--- src/rtl/decommutator_pkg.sv ---
// Shared types and constants for the decommutator: route entries, FSM states
// and the bit-reversed destination decode.
package decommutator_pkg;

  localparam int N_IN   = 3;
  localparam int N_OUT  = 8;
  localparam int DEST_W = 3;

  typedef struct packed {
    logic              en;
    logic [DEST_W-1:0] dest;
  } route_t;

  typedef enum logic {
    IDLE   = 1'b0,
    COMMIT = 1'b1
  } state_t;

  // Destination codes arrive in the commutator's control encoding, LSB first.
  function automatic logic [DEST_W-1:0] dest_line(input logic [DEST_W-1:0] code);
    logic [DEST_W-1:0] line;
    for (int b = 0; b < DEST_W; b++) begin
      line[b] = code[DEST_W-1-b];
    end
    return line;
  endfunction

endpackage

--- src/rtl/decommutator_route_table.sv ---
// Shadow/active route tables: writes land in shadow, load copies shadow to active.
// Latency: one edge for a write, one edge for a load.
// Backpressure: none here; the caller only writes while it is accepting.
module decommutator_route_table
  import decommutator_pkg::*;
#(
  parameter int N_ROUTES = 3
) (
  input  logic                   clk_i,
  input  logic                   rst_i,
  input  logic                   wr_en,
  input  logic [1:0]             wr_sel,
  input  route_t                 wr_route,
  input  logic                   load,
  output route_t [N_ROUTES-1:0]  shadow_o,
  output route_t [N_ROUTES-1:0]  active_o
);

  route_t [N_ROUTES-1:0] shadow_q;
  route_t [N_ROUTES-1:0] active_q;

  always_ff @(posedge clk_i) begin
    if (rst_i) begin
      shadow_q <= '0;
      active_q <= '0;
    end else begin
      // Out-of-range selects match no entry and are dropped here.
      for (int i = 0; i < N_ROUTES; i++) begin
        if (wr_en && (wr_sel == 2'(i))) begin
          shadow_q[i] <= wr_route;
        end
      end
      if (load) begin
        active_q <= shadow_q;
      end
    end
  end

  assign shadow_o = shadow_q;
  assign active_o = active_q;

endmodule

--- src/rtl/decommutator.sv ---
// Routes each input line to a configurable output line through a committed route table.
// Latency: outputs one cycle after inputs; a commit takes effect two edges after commit_i.
// Backpressure: cfg_ready_o drops for the single COMMIT cycle and during reset.
module decommutator #(
  parameter int N_IN  = decommutator_pkg::N_IN,
  parameter int N_OUT = decommutator_pkg::N_OUT
) (
  input  logic             clk_i,
  input  logic             rst_i,
  input  logic             cfg_valid_i,
  output logic             cfg_ready_o,
  input  logic [1:0]       cfg_sel_i,
  input  logic             cfg_en_i,
  input  logic [2:0]       cfg_dest_i,
  input  logic             commit_i,
  input  logic [N_IN-1:0]  inputs_i,
  output logic [N_OUT-1:0] outputs_o,
  output logic             collision_o,
  output logic             cfg_err_o
);

  import decommutator_pkg::*;

  state_t             state_q, state_d;
  logic               accept;
  logic               load;
  logic               illegal_sel;
  route_t             wr_route;
  route_t [N_IN-1:0]  shadow;
  route_t [N_IN-1:0]  active;
  logic [N_OUT-1:0]   routed;
  logic [N_OUT-1:0]   outputs_q;
  logic               shadow_collision;
  logic               collision_q;
  logic               cfg_err_q;

  always_ff @(posedge clk_i) begin
    if (rst_i) begin
      state_q <= IDLE;
    end else begin
      state_q <= state_d;
    end
  end

  always_comb begin
    state_d     = state_q;
    cfg_ready_o = 1'b0;
    load        = 1'b0;
    case (state_q)
      IDLE: begin
        cfg_ready_o = !rst_i;
        if (commit_i) begin
          state_d = COMMIT;
        end
      end
      COMMIT: begin
        load    = 1'b1;
        state_d = IDLE;
      end
      default: state_d = IDLE;
    endcase
  end

  assign accept      = cfg_valid_i && cfg_ready_o;
  assign illegal_sel = int'(cfg_sel_i) >= N_IN;
  assign wr_route    = '{en: cfg_en_i, dest: cfg_dest_i};

  decommutator_route_table #(
    .N_ROUTES (N_IN)
  ) u_route_table (
    .clk_i    (clk_i),
    .rst_i    (rst_i),
    .wr_en    (accept),
    .wr_sel   (cfg_sel_i),
    .wr_route (wr_route),
    .load     (load),
    .shadow_o (shadow),
    .active_o (active)
  );

  // Walk routes from high to low index so the lowest enabled route wins.
  always_comb begin
    routed = '0;
    for (int k = 0; k < N_OUT; k++) begin
      for (int j = N_IN - 1; j >= 0; j--) begin
        if (active[j].en && (int'(dest_line(active[j].dest)) == k)) begin
          routed[k] = inputs_i[j];
        end
      end
    end
  end

  // Evaluated on the shadow so the flag lands on the same edge as the load.
  always_comb begin
    shadow_collision = 1'b0;
    for (int i = 0; i < N_IN; i++) begin
      for (int j = i + 1; j < N_IN; j++) begin
        if (shadow[i].en && shadow[j].en && (shadow[i].dest == shadow[j].dest)) begin
          shadow_collision = 1'b1;
        end
      end
    end
  end

  always_ff @(posedge clk_i) begin
    if (rst_i) begin
      outputs_q   <= '0;
      collision_q <= 1'b0;
      cfg_err_q   <= 1'b0;
    end else begin
      outputs_q <= routed;
      if (load) begin
        collision_q <= shadow_collision;
      end
      if (accept && illegal_sel) begin
        cfg_err_q <= 1'b1;
      end
    end
  end

  assign outputs_o   = outputs_q;
  assign collision_o = collision_q;
  assign cfg_err_o   = cfg_err_q;

endmodule
--- config.mk ---
export PLATFORM = sky130hd
export DESIGN_NAME = decommutator
export DESIGN_NICKNAME = d
export VERILOG_FILES = /design/src/rtl/decommutator_pkg.sv /design/src/rtl/decommutator_route_table.sv /design/src/rtl/decommutator.sv
export SDC_FILE = /design/constraint.sdc
export NUM_CORES = 1
export LEC_CHECK = 0
export ABC_CLOCK_PERIOD_IN_PS = 3600
export CORE_MARGIN = 4
export CORE_UTILIZATION = 45
export DETAILED_ROUTE_END_ITERATION = 8
export PLACE_DENSITY = 0.68
export SLEW_MARGIN = 20
export SYNTH_ARGS = -nofsm -noshare
export SYNTH_HDL_FRONTEND = slang
export SYNTH_SLANG_ARGS = --single-unit
--- constraint.sdc ---
create_clock -name clk_i -period 3.6 [get_ports clk_i]
set_input_delay 0.72 -clock clk_i [delete_from_list [all_inputs] [get_ports clk_i]]
set_output_delay 0.72 -clock clk_i [all_outputs]
set_load 0.1 [all_outputs]
==> results.md, run 1 <==
- Count of cell types in the netlist: 40
- H-tree Lvls: 2
- Dominant cell type by area after synthesis: dfxtp_1
- Overflow after GRT: 0
- Setup TNS: 0 ns
- Post-synth ARST share: 0
- Total power: 0.741 mW
- HP Start: cfg_err_o$_SDFFE_PP0P_
- Clock sinks: 35
- Vias in the first global route: 1427
- Final Net Count: 215
- DP HPWL: about 2.7 mm
- Inst Count DP: 241
- ANT cells: 0
- Worst-Margin Slew: about 1 ns
- WP data arrival: 1.76 ns
- PnR worst setup slack: 1.12 ns
- RSZ-0062 raised after global routing: no
- Yosys reg bits: 35
- Worst path max stage delay: 1.14 ns
- Place WS: between 1 and 1.5 ns
- CP delay by family, top: buffers and inverters
- Required @ worst endpoint: 2.88 ns
- Area of the multi-input gates: 915 sq um
- Final cell count without fillers: 249
- First-pass GRT wire length: 6.50 mm
- Sequential area share after synthesis: 0.418
- Crit path kind: register to primary output
- PortBufs: 23
- Number of flops mapped to enable cells by yosys: 0
- Worst Hold Class: register to register
- Total setup buffers inserted after CTS: 0
- Post-synth top area share: 0.418
- Hold path depth: 2
- Mapped Avg Cell Area: just over 9 sq um
- Design Area, Final: roughly 2000 sq um
- GR Util All Layers: 0.166
- Outcome: complete, no violations
- Initial antenna violation count: 0
- Syn Inst Count: 180
- Routed Antenna Nets: 0
- Synth Flop Type: dfxtp_1
- IO Pins: 24
- Via count: 1391
- Max Clock Freq: roughly 400 MHz
- Worst R2R Start: u_route_table.active_o[7]$_SDFFE_PP0P_
- Largest net degree at the start of global routing: 35
- Fill cells: 337
- TritonCTS buffer count: 5
- Worst rel slew slack: 0.345
- Power per cell area: 368 nW/um^2
- Clock Tree Root: clkbuf_8
- CTS Buffer Depth: 2
- Crit path launch: collision_o$_SDFFE_PP0P_
- DRT Pass-1 Iters: 4
- PostCTS Resize Cnt: 0
- CP Buf/Inv Count: 1
- Die height: 69.0 microns
- CP Capture Type: primary output
- Routed WL per cell: between 10 and 15 microns
- LEAKAGE: around 0.8 nW
- Final hold violation count: 0
- Tcrit/Tclk final: 0.689
- Clock transition at path regs: 0.07 ns
- Starting Density: 0.483
- Ratio of cells with drive above 1 in the final layout: 0.0837
- GPL Wtd Cong: 0.960
- Drt drc: 0
- Cell row count: 21
- Crit path depth: 1
- Synth area leaders: dfxtp_1 42%, mux2i_1 14%, nor2_1 7.8%
- R2R cell count: 4
- Post-Route WL: 3.61 mm
- Vias per inst: 5.59
- Mapped Area: roughly 1700 sq um
- Final setup vio count: 0
- Final Critical Period: about 2.5 ns
- Crit-path cells: clkdlybuf4s50_1
- Tightest hold margin: 0.481 ns
- Die area: 4760 sq um
- Post-Synthesis Net Count: 193
- Worst skew pair latency: 0.29 ns
- YS warnings: 0
- Area growth syn-to-layout: 20.4%
- Max-Cap Viols: 0
- Die X-Extent: 69.0 microns
- Max-slew violations: 0
- Register area: 701 sq um
- Final Util: 0.582
- CP startpoint kind: register
- Cts hold-fix bufs: 0
- Floorplan core area: ~3500 sq um
- Max rail drop VDD: 0.222 mV
- Critical-path top delay cell: clkdlybuf4s50_1
- CTS tree: done
- Placement Cell Area: 1940 sq um
- CP max FO: 2
- 1st-iter DRT viols: 98
- Worst Clk Skew: roughly 0.0029 ns
==> power breakdown <==
group | switching (mW) | internal [mW] | leakage, nW
clock | 0.135 | 0.136 | 0.0422
sequential | 0.00611 | 0.392 | 0.283
combinational | 0.0413 | 0.0307 | 0.463
==> final cells by class <==
cell class | instances | area share
clock buffers | 7 | 0.0378
well taps | 46 | 0.0285
multi-input cells | 133 | 0.453
inverters | 2 | 0.00372
repair buffers | 25 | 0.127
flip-flops and latches | 35 | 0.347
clock inverters | 1 | 0.00248
==> cells in the final DEF (no fill, tap or decap), drive strengths merged, types with 3 or more instances in the layout <==
| cell type | count |
|---|---|
| nand4 | 5 |
| clkbuf | 7 |
| nand3 | 7 |
| nand2 | 11 |
| nor2 | 36 |
| nor3 | 3 |
| clkdlybuf4s50 | 22 |
| buf | 3 |
| mux2i | 24 |
| a221oi | 3 |
| dfxtp | 35 |
| xor2 | 9 |
| nand2b | 3 |
==> registers in the layout, summed over array words and instances, names as in the netlist <==
name                    cells
u_route_table.active_o     12
u_route_table.shadow_o     12
outputs_o                   8
cfg_err_o                   1
collision_o                 1
state_q                     1
==> metal layers <==
layer,track usage,routed length (microns),up-vias
met5,0,0,-
met4,0.0933,129,0
met3,0.0494,140,13
met2,0.267,1750,40
met1,0.195,1590,654
li1,-,-,684
==> cell usage after synthesis, drive strengths merged (2+ instances only) <==
library cell / number
mux2i: 24
inv: 2
nor4: 2
nand2: 11
nand3: 7
buf: 7
nand2b: 3
nor3b: 2
clkbuf: 3
nor3: 3
dfxtp: 35
nor2: 36
nor2b: 2
a211oi: 2
a311oi: 2
and2b: 2
o22a: 2
nand4b: 2
a221oi: 3
xor2: 9
nand4: 5
a41oi: 2
==> final timing paths <==
| kind | end | slack [ns] |
|---|---|---|
| worst max register to register | outputs_o[1]$_SDFF_PP0_ | 2.17 |
| worst min-delay path | cfg_err_o$_SDFFE_PP0P_ | 0.48 |
| worst min register to register | cfg_err_o$_SDFFE_PP0P_ | 0.48 |
| worst max-delay path | collision_o | 1.12 |
==> logic make-up after synthesis <==
kind of cell / after synthesis / share of synthesized area
AO/OA/AOI/OAI: 17 / 0.0949
XOR/XNOR: 9 / 0.0471
AND/OR/NAND/NOR: 82 / 0.254
flip-flops: 35 / 0.418
buffers and inverters: 12 / 0.0358
multiplexers: 25 / 0.150
No activity file was read; power rests on OpenSTA's default activity.
==> inputs of run 2 (changes only) <==
--- a/config.mk
+++ b/config.mk
@@ -5,7 +5,7 @@
 export SDC_FILE = /design/constraint.sdc
 export NUM_CORES = 1
 export LEC_CHECK = 0
-export ABC_CLOCK_PERIOD_IN_PS = 3600
+export ABC_CLOCK_PERIOD_IN_PS = 2500
 export CORE_MARGIN = 4
 export CORE_UTILIZATION = 45
 export DETAILED_ROUTE_END_ITERATION = 8
==> constraint.sdc (replaced) <==
create_clock -name clk_i -period 2.5 [get_ports clk_i]
set_input_delay 0.5 -clock clk_i [delete_from_list [all_inputs] [get_ports clk_i]]
set_output_delay 0.5 -clock clk_i [all_outputs]
set_load 0.1 [all_outputs]
==> run 2 against run 1 <==
  * Clock power rose by 67%
  * Via count fell by 0.50%
  * Sequential share of layout area barely moved
  * Highest routed layer unchanged
  * Critical path type is now input pin to primary output
  * Count of clock-buffer cells in the layout did not move
  * Wire length rose by 7.1%
  * Largest power group unchanged
==> results.md, run 2 (same netlist as run 1, synthesis figures left out) <==
- Outcome: complete, no violations
- Max rail drop VDD: 0.390 mV (+76%)
- Vias per inst: 5.56 (-0.50%)
- Final Net Count: 215 (unchanged)
- Floorplan core area: 3470 sq um (unchanged)
- Final cell count without fillers: 249 (unchanged)
- Power per cell area: 561 nW/um^2 (+53%)
- Final hold violation count: 0 (unchanged)
- Drt drc: 0 (unchanged)
- Crit-path cells: clkdlybuf4s50_1 -> nor2_4 -> buf_12
- Area growth syn-to-layout: 20.2%
- Largest net degree at the start of global routing: 35 (unchanged)
- CTS Buffer Depth: 2 (unchanged)
- Worst path max stage delay: 0.46 ns (-0.68 ns)
- Cell row count: 21 (unchanged)
- Via count: 1384 (-0.50%)
- Fill cells: 318 (-5.6%)
- LEAKAGE: 0.816 nW (+3.6%)
- Most frequent cells in the layout: 35 x nor2_1, 35 x dfxtp_1, 24 x mux2i_1
- Worst Hold Class: register to register
- Worst R2R Start: u_route_table.active_o[6]$_SDFFE_PP0P_
- CP Buf/Inv Count: 2 (+1)
- Critical-path top delay cell: clkdlybuf4s50_1
- Setup crit end: cfg_ready_o
- Max-slew violations: 0 (unchanged)
- Post-Route WL: 3.86 mm (+7.1%)
- Vias in the first global route: 1403 (-1.7%)
- DP HPWL: 2.81 mm (+2.7%)
- Total power: 1.13 mW (+52%)
- Inst Count DP: 241 (unchanged)
- Cts hold-fix bufs: 0 (unchanged)
- Worst-Margin Slew: 0.406 ns (-0.574 ns)
- Overflow after GRT: 0 (unchanged)
- DRT Pass-1 Iters: 4 (unchanged)
- GR Util All Layers: 0.176 (+0.0100)
- Initial antenna violation count: 0 (unchanged)
- PostCTS Resize Cnt: 0 (unchanged)
- Place WS: 0.556 ns (-0.775 ns)
- GPL Wtd Cong: 0.961 (+0.11%)
- ANT cells: 0 (unchanged)
- Worst Clk Skew: 0.00518 ns (+0.00233 ns)
- CTS tree: done
- Max Clock Freq: 547 MHz
- Setup TNS: 0 ns (unchanged)
- Clock sinks: 35 (unchanged)
- Crit path launch: rst_i
- First-pass GRT wire length: 6.77 mm (+4.1%)
- CP max FO: 5 (+3)
- Total setup buffers inserted after CTS: 0 (unchanged)
- Ratio of cells with drive above 1 in the final layout: 0.143 (+0.0591)
- Crit path kind: input pin to primary output
- IO Pins: 24 (unchanged)
- Crit Reg-Reg Endpoint: outputs_o[1]$_SDFF_PP0_
- 1st-iter DRT viols: 176 (+80%)
- Worst rel slew slack: 0.729 (+0.384)
- Routed WL per cell: 15.5 microns (+7.1%)
- Routed Antenna Nets: 0 (unchanged)
- Final Critical Period: 1.83 ns
- Final setup vio count: 0 (unchanged)
- Clock Tree Root: clkbuf_8
- CP startpoint kind: input pin
- TritonCTS buffer count: 5 (unchanged)
- Required @ worst endpoint: 2.00 ns (-0.88 ns)
- FF-to-FF setup slack: 1.03 ns (-1.14 ns)
- Max-Cap Viols: 0 (unchanged)
- Tcrit/Tclk final: 0.732
- WP data arrival: 1.33 ns (-0.43 ns)
- Die height: 69.0 microns (unchanged)
- Worst skew pair latency: 0.29 ns (about the same)
- RSZ-0062 raised after global routing: no
- CP delay by family, top: buffers and inverters
- Die area: 4760 sq um (unchanged)
- Clock transition at path regs: 0.07 ns (about the same)
- H-tree Lvls: 2 (unchanged)
- PnR worst setup slack: 0.670 ns (-0.448 ns)
- Crit path depth: 3 (+2)
- Die X-Extent: 69.0 microns (unchanged)
- CP Capture Type: primary output
- R2R cell count: 4 (unchanged)
- PortBufs: 23 (unchanged)
- Starting Density: 0.483 (unchanged)
-- run 2: metal layers --
metal	GRT usage	routed length, microns	up-vias
met5	0	0	-
li1	-	-	689
met3	0.0523	170	4
met2	0.288	1970	39
met4	0.0759	45	0
met1	0.212	1680	652
-- run 2: layout make-up --
type,count,area (sq um),area share
Multi-Input combinational cell,133,915,0.454
Sequential cell,35,701,0.348
Timing Repair Buffer,25,230,0.114
Clock buffer,7,96.3,0.0478
Tap cell,46,57.6,0.0286
Clock inverter,1,7.51,0.00373
Inverter,2,7.51,0.00373
-- run 2: where the power goes --
group	leakage (nW)	total, mW	internal [mW]	switching [mW]
Combinational	0.483	0.102	0.0436	0.0587
Clock	0.0505	0.452	0.250	0.201
Sequential	0.283	0.576	0.565	0.0114
Total	0.816	1.13	0.859	0.272
-- run 2: worst register-to-register path: stages (launching register included) --
cell and delay (ns):
dfxtp_1 0.43, nand2_1 0.14, nor3_1 0.18, mux2_2 0.35
a221oi_1 0.27
-- run 2: metrics by stage --
stage | area [sq um] | util | hold WS (ns)
after floorplan | 1680 | - | 0.506
after global placement | 1910 | 0.551 | 0.458
after detailed placement | 1910 | 0.551 | 0.500
after CTS | 2010 | 0.581 | 0.518
after global routing | 2010 | 0.581 | 0.561
final | 2010 | 0.581 | 0.517
-- run 2: how the worst min path moves through the flow --
stage / startpoint / end / slack (ns) / cells past startpoint
3_3_place_gp: cfg_err_o$_SDFFE_PP0P_ / cfg_err_o$_SDFFE_PP0P_ / 0.46 / 2
6_report: cfg_err_o$_SDFFE_PP0P_ / cfg_err_o$_SDFFE_PP0P_ / 0.52 / 2
5_1_grt: cfg_err_o$_SDFFE_PP0P_ / cfg_err_o$_SDFFE_PP0P_ / 0.56 / 2
3_5_place_dp: cfg_err_o$_SDFFE_PP0P_ / cfg_err_o$_SDFFE_PP0P_ / 0.50 / 2
2_1_floorplan: u_route_table.shadow_o[3]$_SDFFE_PP0P_ / u_route_table.shadow_o[3]$_SDFFE_PP0P_ / 0.51 / 2
4_1_cts: cfg_err_o$_SDFFE_PP0P_ / cfg_err_o$_SDFFE_PP0P_ / 0.52 / 2
